File: src/rtl/uart_tx_if.sv
// Byte-side handshake and serial line of the UART transmitter.
// The controller drives the byte and the start strobe; the transmitter
// reports busy/done and drives the line.
interface uart_tx_if;
    logic [7:0] tx_data;
    logic       tx_start;
    logic       tx_status;
    logic       tx_done;
    logic       tx;

    modport master (
        output tx_data,
        output tx_start,
        input  tx_status,
        input  tx_done,
        input  tx
    );

    modport slave (
        input  tx_data,
        input  tx_start,
        output tx_status,
        output tx_done,
        output tx
    );
endinterface

File: src/rtl/uart_tx.sv
// UART transmitter, 8N1 (or 8N2) framing, LSB first.
// Bit timing comes from an internal cycle counter; every output is a flop,
// so the line never glitches and has no combinational path from the inputs.
module uart_tx #(
    parameter int BIT_CYCLES = 10416,
    parameter int STOP_BITS  = 1
) (
    input  logic     sysclk,
    input  logic     reset,
    uart_tx_if.slave bus
);

    localparam logic [15:0] LAST_CYC  = 16'(BIT_CYCLES - 1);
    localparam logic [2:0]  LAST_STOP = 3'(STOP_BITS - 1);

    typedef enum logic [1:0] {
        S_IDLE  = 2'd0,
        S_START = 2'd1,
        S_DATA  = 2'd2,
        S_STOP  = 2'd3
    } state_t;

    state_t      state_r;
    state_t      state_s;
    logic [15:0] cyc_r;
    logic [15:0] cyc_s;
    logic [2:0]  idx_r;
    logic [2:0]  idx_s;
    logic [7:0]  shift_r;
    logic [7:0]  shift_s;
    logic        tx_r;
    logic        tx_s;
    logic        status_r;
    logic        status_s;
    logic        done_r;
    logic        done_s;
    logic        bit_end_s;
    logic        accept_s;

    // End of the current bit period, and acceptance of a new byte (only when idle).
    assign bit_end_s = (cyc_r == LAST_CYC);
    assign accept_s  = (state_r == S_IDLE) && bus.tx_start;

    // State register.
    always_ff @(posedge sysclk) begin
        if (reset) begin
            state_r <= S_IDLE;
        end else begin
            state_r <= state_s;
        end
    end

    // Next-state logic: each state lasts a whole number of bit periods.
    always_comb begin
        state_s = state_r;
        case (state_r)
            S_IDLE: begin
                if (accept_s) begin
                    state_s = S_START;
                end else begin
                    state_s = S_IDLE;
                end
            end
            S_START: begin
                if (bit_end_s) begin
                    state_s = S_DATA;
                end else begin
                    state_s = S_START;
                end
            end
            S_DATA: begin
                if (bit_end_s && (idx_r == 3'd7)) begin
                    state_s = S_STOP;
                end else begin
                    state_s = S_DATA;
                end
            end
            S_STOP: begin
                if (bit_end_s && (idx_r == LAST_STOP)) begin
                    state_s = S_IDLE;
                end else begin
                    state_s = S_STOP;
                end
            end
            default: begin
                state_s = S_IDLE;
            end
        endcase
    end

    // Datapath: cycle counter, bit/stop index and shift register updates.
    always_comb begin
        cyc_s   = cyc_r;
        idx_s   = idx_r;
        shift_s = shift_r;
        if (accept_s) begin
            cyc_s   = 16'd0;
            idx_s   = 3'd0;
            shift_s = bus.tx_data;
        end else if (state_r != S_IDLE) begin
            if (bit_end_s) begin
                cyc_s = 16'd0;
                case (state_r)
                    S_START: begin
                        idx_s = 3'd0;
                    end
                    S_DATA: begin
                        shift_s = {1'b0, shift_r[7:1]};
                        if (idx_r == 3'd7) begin
                            idx_s = 3'd0;
                        end else begin
                            idx_s = idx_r + 3'd1;
                        end
                    end
                    S_STOP: begin
                        idx_s = idx_r + 3'd1;
                    end
                    default: begin
                        idx_s = 3'd0;
                    end
                endcase
            end else begin
                cyc_s = cyc_r + 16'd1;
            end
        end else begin
            cyc_s = cyc_r;
        end
    end

    // Output logic: next line level, busy flag and completion pulse.
    // The line follows the state being entered so it is ready on the next edge.
    always_comb begin
        tx_s = 1'b1;
        case (state_s)
            S_IDLE:  tx_s = 1'b1;
            S_START: tx_s = 1'b0;
            S_DATA:  tx_s = shift_s[0];
            S_STOP:  tx_s = 1'b1;
            default: tx_s = 1'b1;
        endcase
        status_s = (state_s != S_IDLE);
        done_s   = (state_r == S_STOP) && bit_end_s && (idx_r == LAST_STOP);
    end

    // Datapath and output registers.
    always_ff @(posedge sysclk) begin
        if (reset) begin
            cyc_r    <= 16'd0;
            idx_r    <= 3'd0;
            shift_r  <= 8'd0;
            tx_r     <= 1'b1;
            status_r <= 1'b0;
            done_r   <= 1'b0;
        end else begin
            cyc_r    <= cyc_s;
            idx_r    <= idx_s;
            shift_r  <= shift_s;
            tx_r     <= tx_s;
            status_r <= status_s;
            done_r   <= done_s;
        end
    end

    assign bus.tx        = tx_r;
    assign bus.tx_status = status_r;
    assign bus.tx_done   = done_r;

endmodule

File: src/flat_wrapper.sv
// flat-port wrapper written by rule: the top's interface ports become plain ports
module uart_tx_flat 
#(
    parameter int BIT_CYCLES = 10416,
    parameter int STOP_BITS  = 1
)
  (sysclk, reset, bus_tx_data, bus_tx_start, bus_tx_status, bus_tx_done, bus_tx);
  uart_tx_if bus_i ();
  input  logic sysclk;
  input  logic reset;
  input wire logic [$bits(bus_i.tx_data)-1:0] bus_tx_data;
  input wire logic [$bits(bus_i.tx_start)-1:0] bus_tx_start;
  output wire logic [$bits(bus_i.tx_status)-1:0] bus_tx_status;
  output wire logic [$bits(bus_i.tx_done)-1:0] bus_tx_done;
  output wire logic [$bits(bus_i.tx)-1:0] bus_tx;
  assign bus_i.tx_data = bus_tx_data;
  assign bus_i.tx_start = bus_tx_start;
  assign bus_tx_status = bus_i.tx_status;
  assign bus_tx_done = bus_i.tx_done;
  assign bus_tx = bus_i.tx;
  uart_tx #(.BIT_CYCLES(BIT_CYCLES), .STOP_BITS(STOP_BITS)) u_core (.sysclk(sysclk), .reset(reset), .bus(bus_i));
endmodule
File: config.mk
export PLATFORM = sky130hd
export DESIGN_NAME = uart_tx_flat
export DESIGN_NICKNAME = d
export VERILOG_FILES = /design/src/rtl/uart_tx_if.sv /design/src/rtl/uart_tx.sv /design/src/flat_wrapper.sv
export SDC_FILE = /design/constraint.sdc
export NUM_CORES = 1
export LEC_CHECK = 0
export CORE_UTILIZATION = 45
export DETAILED_ROUTE_END_ITERATION = 10
export SYNTH_ARGS = -nofsm -noshare
export SYNTH_HDL_FRONTEND = slang
export SYNTH_SLANG_ARGS = --single-unit
File: constraint.sdc
create_clock -name sysclk -period 3.1 [get_ports sysclk]
set_input_delay 0.465 -clock sysclk [delete_from_list [all_inputs] [get_ports sysclk]]
set_output_delay 0.465 -clock sysclk [all_outputs]
set_load 0.1 [all_outputs]
Word-level counts from Yosys, hierarchy flattened. Index checks and enable logic that the tools add are counted. W data, S select, Z words.

Register bits after elaboration: 32. Logic and storage cells: 48. Output and inout port bits: 3. Input bits: 11.

Equality and inequality tests: 8. $add $sub $neg: 2. Multiplexer cells: 13. Reduce and logical (&&, ||, !) cells: 17.

Operators with widths (number): $mux W8 (4); $add A16 B1 Y16 const B (1); $eq A16 B14 Y1 const B (1); $mux W16 (1); $reduce_bool A2 Y1 (5); $eq A2 B2 Y1 const B (4); $pmux W2 S4 (1); $pmux W3 S2 (1); $logic_and A1 B1 Y1 (5); $eq A2 B1 Y1 const B (2); $logic_not A2 Y1 (2); $mux W2 (2); $reduce_or A2 Y1 (2); $add A3 B1 Y3 const B (1); $eq A3 B3 Y1 const B (1); $logic_not A3 Y1 (1); $mux W3 (1); $pmux W1 S3 (1); $reduce_and A3 Y1 (1); $mux W1 (2); $reduce_and A2 Y1 (1).

Longest topological paths before layout. Gate-level depths: netlist (run 1).

Depth after elaboration: 7. Depth in mapped cells: 11. Gate-level depth less buffers: 11.

Least setup slack after synthesis (run 1). OpenSTA, ideal clock, no wires.

Path type: reg2reg. Start point: reg u_core.cyc_r[12]. End point: reg u_core.tx_r (netlist: u_core.bus.tx). Library setup time: 138 ps. Slack: 756 ps. Period minus slack after synthesis: 2344 ps. Stages on the path, launching flop included: 9. Arrival: 2207 ps. Buffers on the path: 0. Data required time: 2962 ps. Path through: dfxtp_1 > or4b_4 > nor4b_4 > a21oi_1 > and2_1 > ha_1 > inv_1 > a2111oi_1 > a311oi_1.

Word-level cells in the longest chain between the ends: 7. Elaborated cells between the ends (all ways): 16. Those cells by class: 4 x eq/ne; 8 x mux; 4 x reduce/logical.

Ends and longest elaborated chain: start: declaration (line uart_tx.sv:25) `logic [15:0] cyc_r;`; start signal: assignment (line uart_tx.sv:155) `cyc_r <= cyc_s;`; $eq A16 B14 Y1 * (line uart_tx.sv:41) `assign bit_end_s = (cyc_r == LAST_CYC);`; $logic_and A1 B1 Y1 (on tied branches) (line uart_tx.sv:79, uart_tx.sv:72); $mux W2 or $mux W1 (tied branches) (line uart_tx.sv:79, uart_tx.sv:72); $pmux W2 S4 (line uart_tx.sv:56) `case (state_r)`; $eq A2 B2 Y1 or $logic_not A2 Y1 (tied branches) (line uart_tx.sv:134) `case (state_s)`; $reduce_or A2 Y1 (no line); $pmux W1 S3 * (line uart_tx.sv:134); end signal: assignment (line uart_tx.sv:158) `tx_r <= tx_s;`; end: declaration (line uart_tx.sv:31) `logic tx_r;`.

Every way passes the cells marked *; elsewhere a longest branch is shown, timed or not. The select of a mux whose other input is x is not followed. A chain may end at the register's enable or synchronous reset.

Worst setup path after layout (run 1). Ends and elaborated chain as after synthesis.

==> flow_metrics.py, run 1 <==
metrics = {
    "sta": {
        "rsz0062_at_grt": "false",
        "finalHoldViolCount": 0,
        "worst_pin_slew_ns": 0.955,
        "slew_headroom_pct": 36.1,
        "maxSlewViolCount": 0,
        "fin_crit_sh_pct": 83.7,
        "finalClockSkew_ns": 0.00667,
        "setup-tns-final_ns": 0,
        "setup_viol": 0,
        "max_freq_mhz": 386,
        "period_minus_slack_ns": 2.59,
    },
    "layout": {
        "nFillCells": 343,
        "final_core_util_pct": 55.2,
        "seq_area_sq_um": 641,
        "area_growth_pct": 14.4,
        "drive_above_1_share_pct": 10.6,
        "layout_common_cells": "dfxtp_1 (32), nor2_1 (30), nand2_1 (11), xnor2_1 (11), clkdlybuf4s50_1 (11)",
        "final_common_cell": "dfxtp_1",
        "nets": 225,
        "multi_input_area_sq_um": 932,
        "antenna_cells": 0,
    },
    "critical_path": {
        "end_kind": "flop",
        "worst-setup-path-type": "reg2reg",
        "arrival_ns": 2.82,
        "required_ns": 3.33,
        "crit_fanout": 5,
        "cp-start-kind": "flop",
    },
    "global_routing": {
        "grt_use_total_pct": 21.7,
        "grt_pass1_vias": 1522,
        "busiest_layer": "met2",
        "grt_pass1_wl_um": 6710,
        "met1_usage_pct": 25.8,
        "overflow": 0,
        "antenna_found_initial": 0,
        "gr-usage-met2_pct": 35.9,
        "use_met3_pct": 5.11,
        "grt_max_degree": 19,
    },
    "yosys": {
        "syn_avg_cell_area_sq_um": 8.58,
        "yosys_warnings": 0,
        "synth_edf_count": 0,
        "ys_ff_latch": 32,
        "synth-main-ff-cell": "dfxtp_1",
        "syn_inst": 192,
        "netlist_area_sq_mm": 0.00165,
        "synth_nets": 210,
        "async_flop_share_pct": 0,
        "ys_seq_area_share_pct": 38.9,
        "yosysUniqueCellTypes": 41,
    },
    "power_and_ir_drop": {
        "power.leakage_nw": 0.645,
        "peakVddDrop_mv": 0.255,
        "cellPowerDensity_mw_per_mm2": 422,
    },
    "clock_tree": {
        "cts_setup_buffers": 0,
        "cts.path.max_buffers": 2,
        "cts.repair.resized": 0,
        "postCtsHoldBufs": 0,
        "clock_sinks": 32,
        "clk_root_buffer_cell": "clkbuf_4",
        "cts_tree": "yes",
        "cts_max_level": 2,
        "clk_pin_slew_ns": 0.10,
        "cts_buffers": 5,
        "insertion_delay_ns": 0.35,
    },
    "floorplan": {
        "ioPinCount": 14,
        "die_area_sq_mm": 0.00391,
        "coreArea_sq_mm": 0.00342,
        "die_w_um": 62.5,
        "floorplan.initialDensity_pct": 48.2,
        "die_y_um": 62.5,
        "num_rows": 21,
    },
    "route": {
        "avgViaCountPerCell": 5.60,
        "drt_pre_antenna_iters": 3,
        "num_vias": 1422,
        "drt-total-wl_um": 3690,
        "drt_iter0_drc": 93,
        "ant_nets": 0,
        "wl_per_cell_um": 14.5,
        "drc": 0,
    },
    "min_path": {
        "min_path_type": "reg2reg",
    },
    "placed_design": {
        "dp_hpwl_um": 2590,
        "gp_congestion": 0.831,
        "io_buffers": 13,
    },
    "flow_run": {
        "maxCapViolations": 0,
    },
    "run_status": {
        "outcome": "completed",
    },
}
synthesized netlist by cell type, types with 2 or more instances:
library cell / count / share of area (%)
a21oi_1: 7 / 2.1
a311oi_1: 7 / 3.7
and4_1: 2 / 1.1
buf_2: 3 / 0.91
clkbuf_1: 6 / 1.4
dfxtp_1: 32 / 39
ha_1: 7 / 5.3
inv_1: 9 / 2.0
nand2_1: 11 / 2.5
nand3_1: 8 / 2.4
nand4_1: 6 / 2.3
nor2_1: 30 / 6.8
nor2b_1: 2 / 0.76
nor3_1: 7 / 2.1
nor3b_1: 2 / 0.91
nor4_1: 5 / 1.9
nor4b_2: 2 / 1.8
o2111ai_1: 2 / 1.1
o21ai_0: 10 / 3.0
xnor2_1: 11 / 5.8
xor2_1: 3 / 1.6
path summary, 6_finish.rpt:
check | from | end | slack [ns] | depth (start not counted)
worst max register to register | u_core.cyc_r[12]$_SDFFE_PP0P_ | u_core.bus.tx$_SDFF_PP1_ | 0.51 | 8
worst min register to register | u_core.cyc_r[1]$_SDFFE_PP0P_ | u_core.cyc_r[1]$_SDFFE_PP0P_ | 0.49 | 2
worst min-delay path | u_core.cyc_r[1]$_SDFFE_PP0P_ | u_core.cyc_r[1]$_SDFFE_PP0P_ | 0.49 | 2
worst max-delay path | u_core.cyc_r[12]$_SDFFE_PP0P_ | u_core.bus.tx$_SDFF_PP1_ | 0.51 | 8
critical path: stages, from the launching register on:
cell and delay (ns):
dfxtp_1 0.37, or4b_4 0.58, nor4b_4 0.42, a21oi_1 0.17, and2_1 0.21, ha_1 0.30
inv_1 0.05, a2111oi_1 0.29, a311oi_1 0.09
sequential cells by signal (all words and copies together), names as in the netlist:
| signal | cells |
|---|---|
| u_core.cyc_r | 16 |
| u_core.shift_r | 8 |
| u_core.idx_r | 3 |
| u_core.state_r | 2 |
| u_core.bus.tx | 1 |
| u_core.bus.tx_done | 1 |
| u_core.bus.tx_status | 1 |
where the power goes:
part / switching, mW / total [mW] / internal, mW
Combinational: 0.0642 / 0.102 / 0.0376
Sequential: 0.00792 / 0.433 / 0.425
Clock: 0.152 / 0.260 / 0.108
Total: 0.225 / 0.795 / 0.570
area by class of cell:
type | instances | area share (%)
clock buffer | 6 | 2.72
clock inverter | 2 | 0.531
inverter | 10 | 1.99
multi-input combinational | 141 | 49.5
sequential | 32 | 34.0
tap | 46 | 3.05
timing repair buffer | 17 | 8.23
per-layer routing:
layer  share of wire [%]  wire [um]
met1                  46       1690
met2                  48       1770
met3                 3.8        139
met4                 2.4         88
met5                   0          0
cells by family (layout without fill, tap and decap cells):
family          Yosys count  after routing  share of synthesized area [%]
fa+ha+maj                 7              7                           5.31
compound gates           35             35                           14.5
mux                       1              1                          0.683
simple gates             84             84                           28.6
xor+xnor                 14             14                           7.44
flops                    32             32                           38.9
buf+inv                  19             35                           4.56
stage by stage:
stage	setup WS [ns]	area (sq um)	power, mW	hold WS (ns)	cells
final	0.506	1880	0.795	0.487	254
after global routing	0.317	1880	0.827	0.523	254
after CTS	0.511	1880	0.795	0.491	254
after detailed placement	0.540	1820	0.544	0.476	246
after global placement	0.654	1820	0.541	0.464	246
after floorplan	0.756	1650	0.508	0.449	192
Power figures use the tool's default switching activity.
==> run 2: changes to the inputs <==
==> constraint.sdc (replaced) <==
create_clock -name sysclk -period 2.5 [get_ports sysclk]
set_input_delay 0.375 -clock sysclk [delete_from_list [all_inputs] [get_ports sysclk]]
set_output_delay 0.375 -clock sysclk [all_outputs]
set_load 0.1 [all_outputs]
==> run 2 against run 1 <==
Effect of this change:
- sequential share of layout area fell by 0.98 points
- critical endpoint unchanged
- total power rose by 18%
- worst hold slack improved by 0.0033 ns
- sequential power is 24% higher
- setup slack worse by 0.36 ns
- largest cell class unchanged
- combinational power increased by 26%
- clock power is 5% higher
- count of clock-buffer cells in the layout stayed put
==> flow_metrics.py, run 2 (synthesis results as in run 1) <==
metrics = {
    "run_status": {
        "outcome": "completed",
    },
    "sta": {
        "maxSlewViolCount": 0,
        "fin_crit_sh_pct": 94.0,
        "finalHoldViolCount": 0,
        "setup_viol": 0,
        "worst_pin_slew_ns": 0.737,
        "finalClockSkew_ns": 0.00946,
        "slew_headroom_pct": 50.8,
        "max_freq_mhz": 426,
        "period_minus_slack_ns": 2.35,
    },
    "floorplan": {
        "ioPinCount": 14,
        "die_area_sq_mm": 0.00391,
        "floorplan.initialDensity_pct": 48.2,
        "die_w_um": 62.5,
        "num_rows": 21,
        "die_y_um": 62.5,
        "coreArea_sq_mm": 0.00342,
    },
    "layout": {
        "seq_area_sq_um": 644,
        "nFillCells": 321,
        "antenna_cells": 0,
        "layout_common_cells": "nor2_1 (30), dfxtp_1 (29), buf_4 (14), nand2_1 (11), xnor2_1 (11)",
        "post_layout_nonfiller_instances": 260,
        "drive_above_1_share_pct": 17.3,
        "area_growth_pct": 18.5,
        "nets": 232,
        "regMostFlops": "u_core.cyc_r",
        "top_regs": "u_core.cyc_r x16, u_core.shift_r x8, u_core.idx_r x3",
        "largest_register_ffs": 16,
        "multi_input_area_sq_um": 961,
        "final_common_cell": "nor2_1",
    },
    "power_and_ir_drop": {
        "peakVddDrop_mv": 0.270,
        "power_mw": 0.938,
        "power.leakage_nw": 0.685,
        "cellPowerDensity_mw_per_mm2": 481,
    },
    "critical_path": {
        "required_ns": 2.75,
        "slowest_delay_ns": 0.55,
        "cp_slowest_cell": "or4b_4",
        "cp_common_cell": "a21oi_2",
        "worst-setup-path-type": "reg2reg",
        "path_buf_inv": 0,
        "arrival_ns": 2.60,
        "critPathTopFamily": "simple AND/OR/NAND/NOR gates",
        "worstPathCellList": "or4b_4 > nor4b_4 > a21oi_2 > and2_1 > ha_1 > a21oi_2 > nor2_1 > a311oi_1",
        "cp-start-kind": "flop",
        "crit_fanout": 5,
        "end_kind": "flop",
    },
    "global_routing": {
        "grt_pass1_vias": 1444,
        "antenna_found_initial": 0,
        "grt_max_degree": 14,
        "grt_pass1_wl_um": 6290,
        "overflow": 0,
        "grt_use_total_pct": 20.5,
    },
    "route": {
        "wl_per_cell_um": 13.8,
        "drt-total-wl_um": 3590,
        "drt_iter0_drc": 127,
        "drc": 0,
        "avgViaCountPerCell": 5.62,
        "num_vias": 1461,
        "ant_nets": 0,
        "drt_pre_antenna_iters": 4,
    },
    "clock_tree": {
        "clk_pin_slew_ns": 0.10,
        "clock_sinks": 32,
        "cts.path.max_buffers": 2,
        "cts_tree": "yes",
        "cts_max_level": 2,
        "cts_buffers": 5,
        "clk_root_buffer_cell": "clkbuf_4",
        "insertion_delay_ns": 0.34,
        "postCtsHoldBufs": 0,
    },
    "placed_design": {
        "place_inst": 251,
        "dp_hpwl_um": 2550,
        "io_buffers": 13,
        "gp_congestion": 0.836,
    },
    "min_path": {
        "min_path_type": "reg2reg",
    },
    "flow_run": {
        "maxCapViolations": 0,
    },
}
-- run 2: final timing paths --
| path | start | end | slack [ns] | cells past startpoint |
|---|---|---|---|---|
| worst max-delay path | u_core.cyc_r[10]$_SDFFE_PP0P_ | u_core.bus.tx$_SDFF_PP1_ | 0.15 | 8 |
| worst min-delay path | u_core.cyc_r[1]$_SDFFE_PP0P_ | u_core.cyc_r[1]$_SDFFE_PP0P_ | 0.49 | 2 |
| worst max register to register | u_core.cyc_r[10]$_SDFFE_PP0P_ | u_core.bus.tx$_SDFF_PP1_ | 0.15 | 8 |
| worst min register to register | u_core.cyc_r[1]$_SDFFE_PP0P_ | u_core.cyc_r[1]$_SDFFE_PP0P_ | 0.49 | 2 |
-- run 2: final cells by class --
type	instances	area share [%]
clock buffers	6	2.12
clock inverters	1	0.256
flip-flops and latches	32	33.0
inverters	10	1.92
well taps	46	2.95
repair buffers	24	10.5
multi-input cells	141	49.2
-- run 2: stage by stage --
stage	hold slack (ns)	utilization [%]	setup WS (ns)	setup TNS [ns]	instance area [sq um]
after floorplan	0.449	-	0.156	0	1650
after global placement	0.463	54.4	0.173	0	1860
after detailed placement	0.482	54.4	0.0770	0	1860
after CTS	0.496	55.8	0.0583	0	1900
after global routing	0.512	57.1	-0.00885	-0.00885	1950
final	0.490	57.1	0.150	0	1950
-- run 2: layer usage --
| metal | share of wire (%) | vias to the layer above | GRT usage, % |
|---|---|---|---|
| met3 | 4.4 | 10 | 6.93 |
| met2 | 48 | 34 | 33.2 |
| met5 | 0 | - | 0 |
| met4 | 3.0 | 0 | 12.2 |
| met1 | 44 | 684 | 23.2 |
| li1 | - | 733 | - |
-- run 2: worst reg2reg max path: stages, from the launching register on --
cell	delay, ns
dfxtp_2	0.36
or4b_4	0.55
nor4b_4	0.35
a21oi_2	0.11
and2_1	0.20
ha_1	0.31
a21oi_2	0.13
nor2_1	0.05
a311oi_1	0.24
-- run 2: repair_timing --
| item | in CTS | in global routing |
|---|---|---|
| buffers inserted | 0 | 2 |
| hold endpoints to repair | 0 | 0 |
| resized for setup | 0 | 10 |
| setup endpoints to repair | 0 | 1 |
-- run 2: power by group --
part | switching [mW] | internal [mW] | total (mW) | leakage (nW)
clock network | 0.169 | 0.103 | 0.272 | 0.0281
registers | 0.0105 | 0.527 | 0.537 | 0.262
logic | 0.0796 | 0.0494 | 0.129 | 0.395
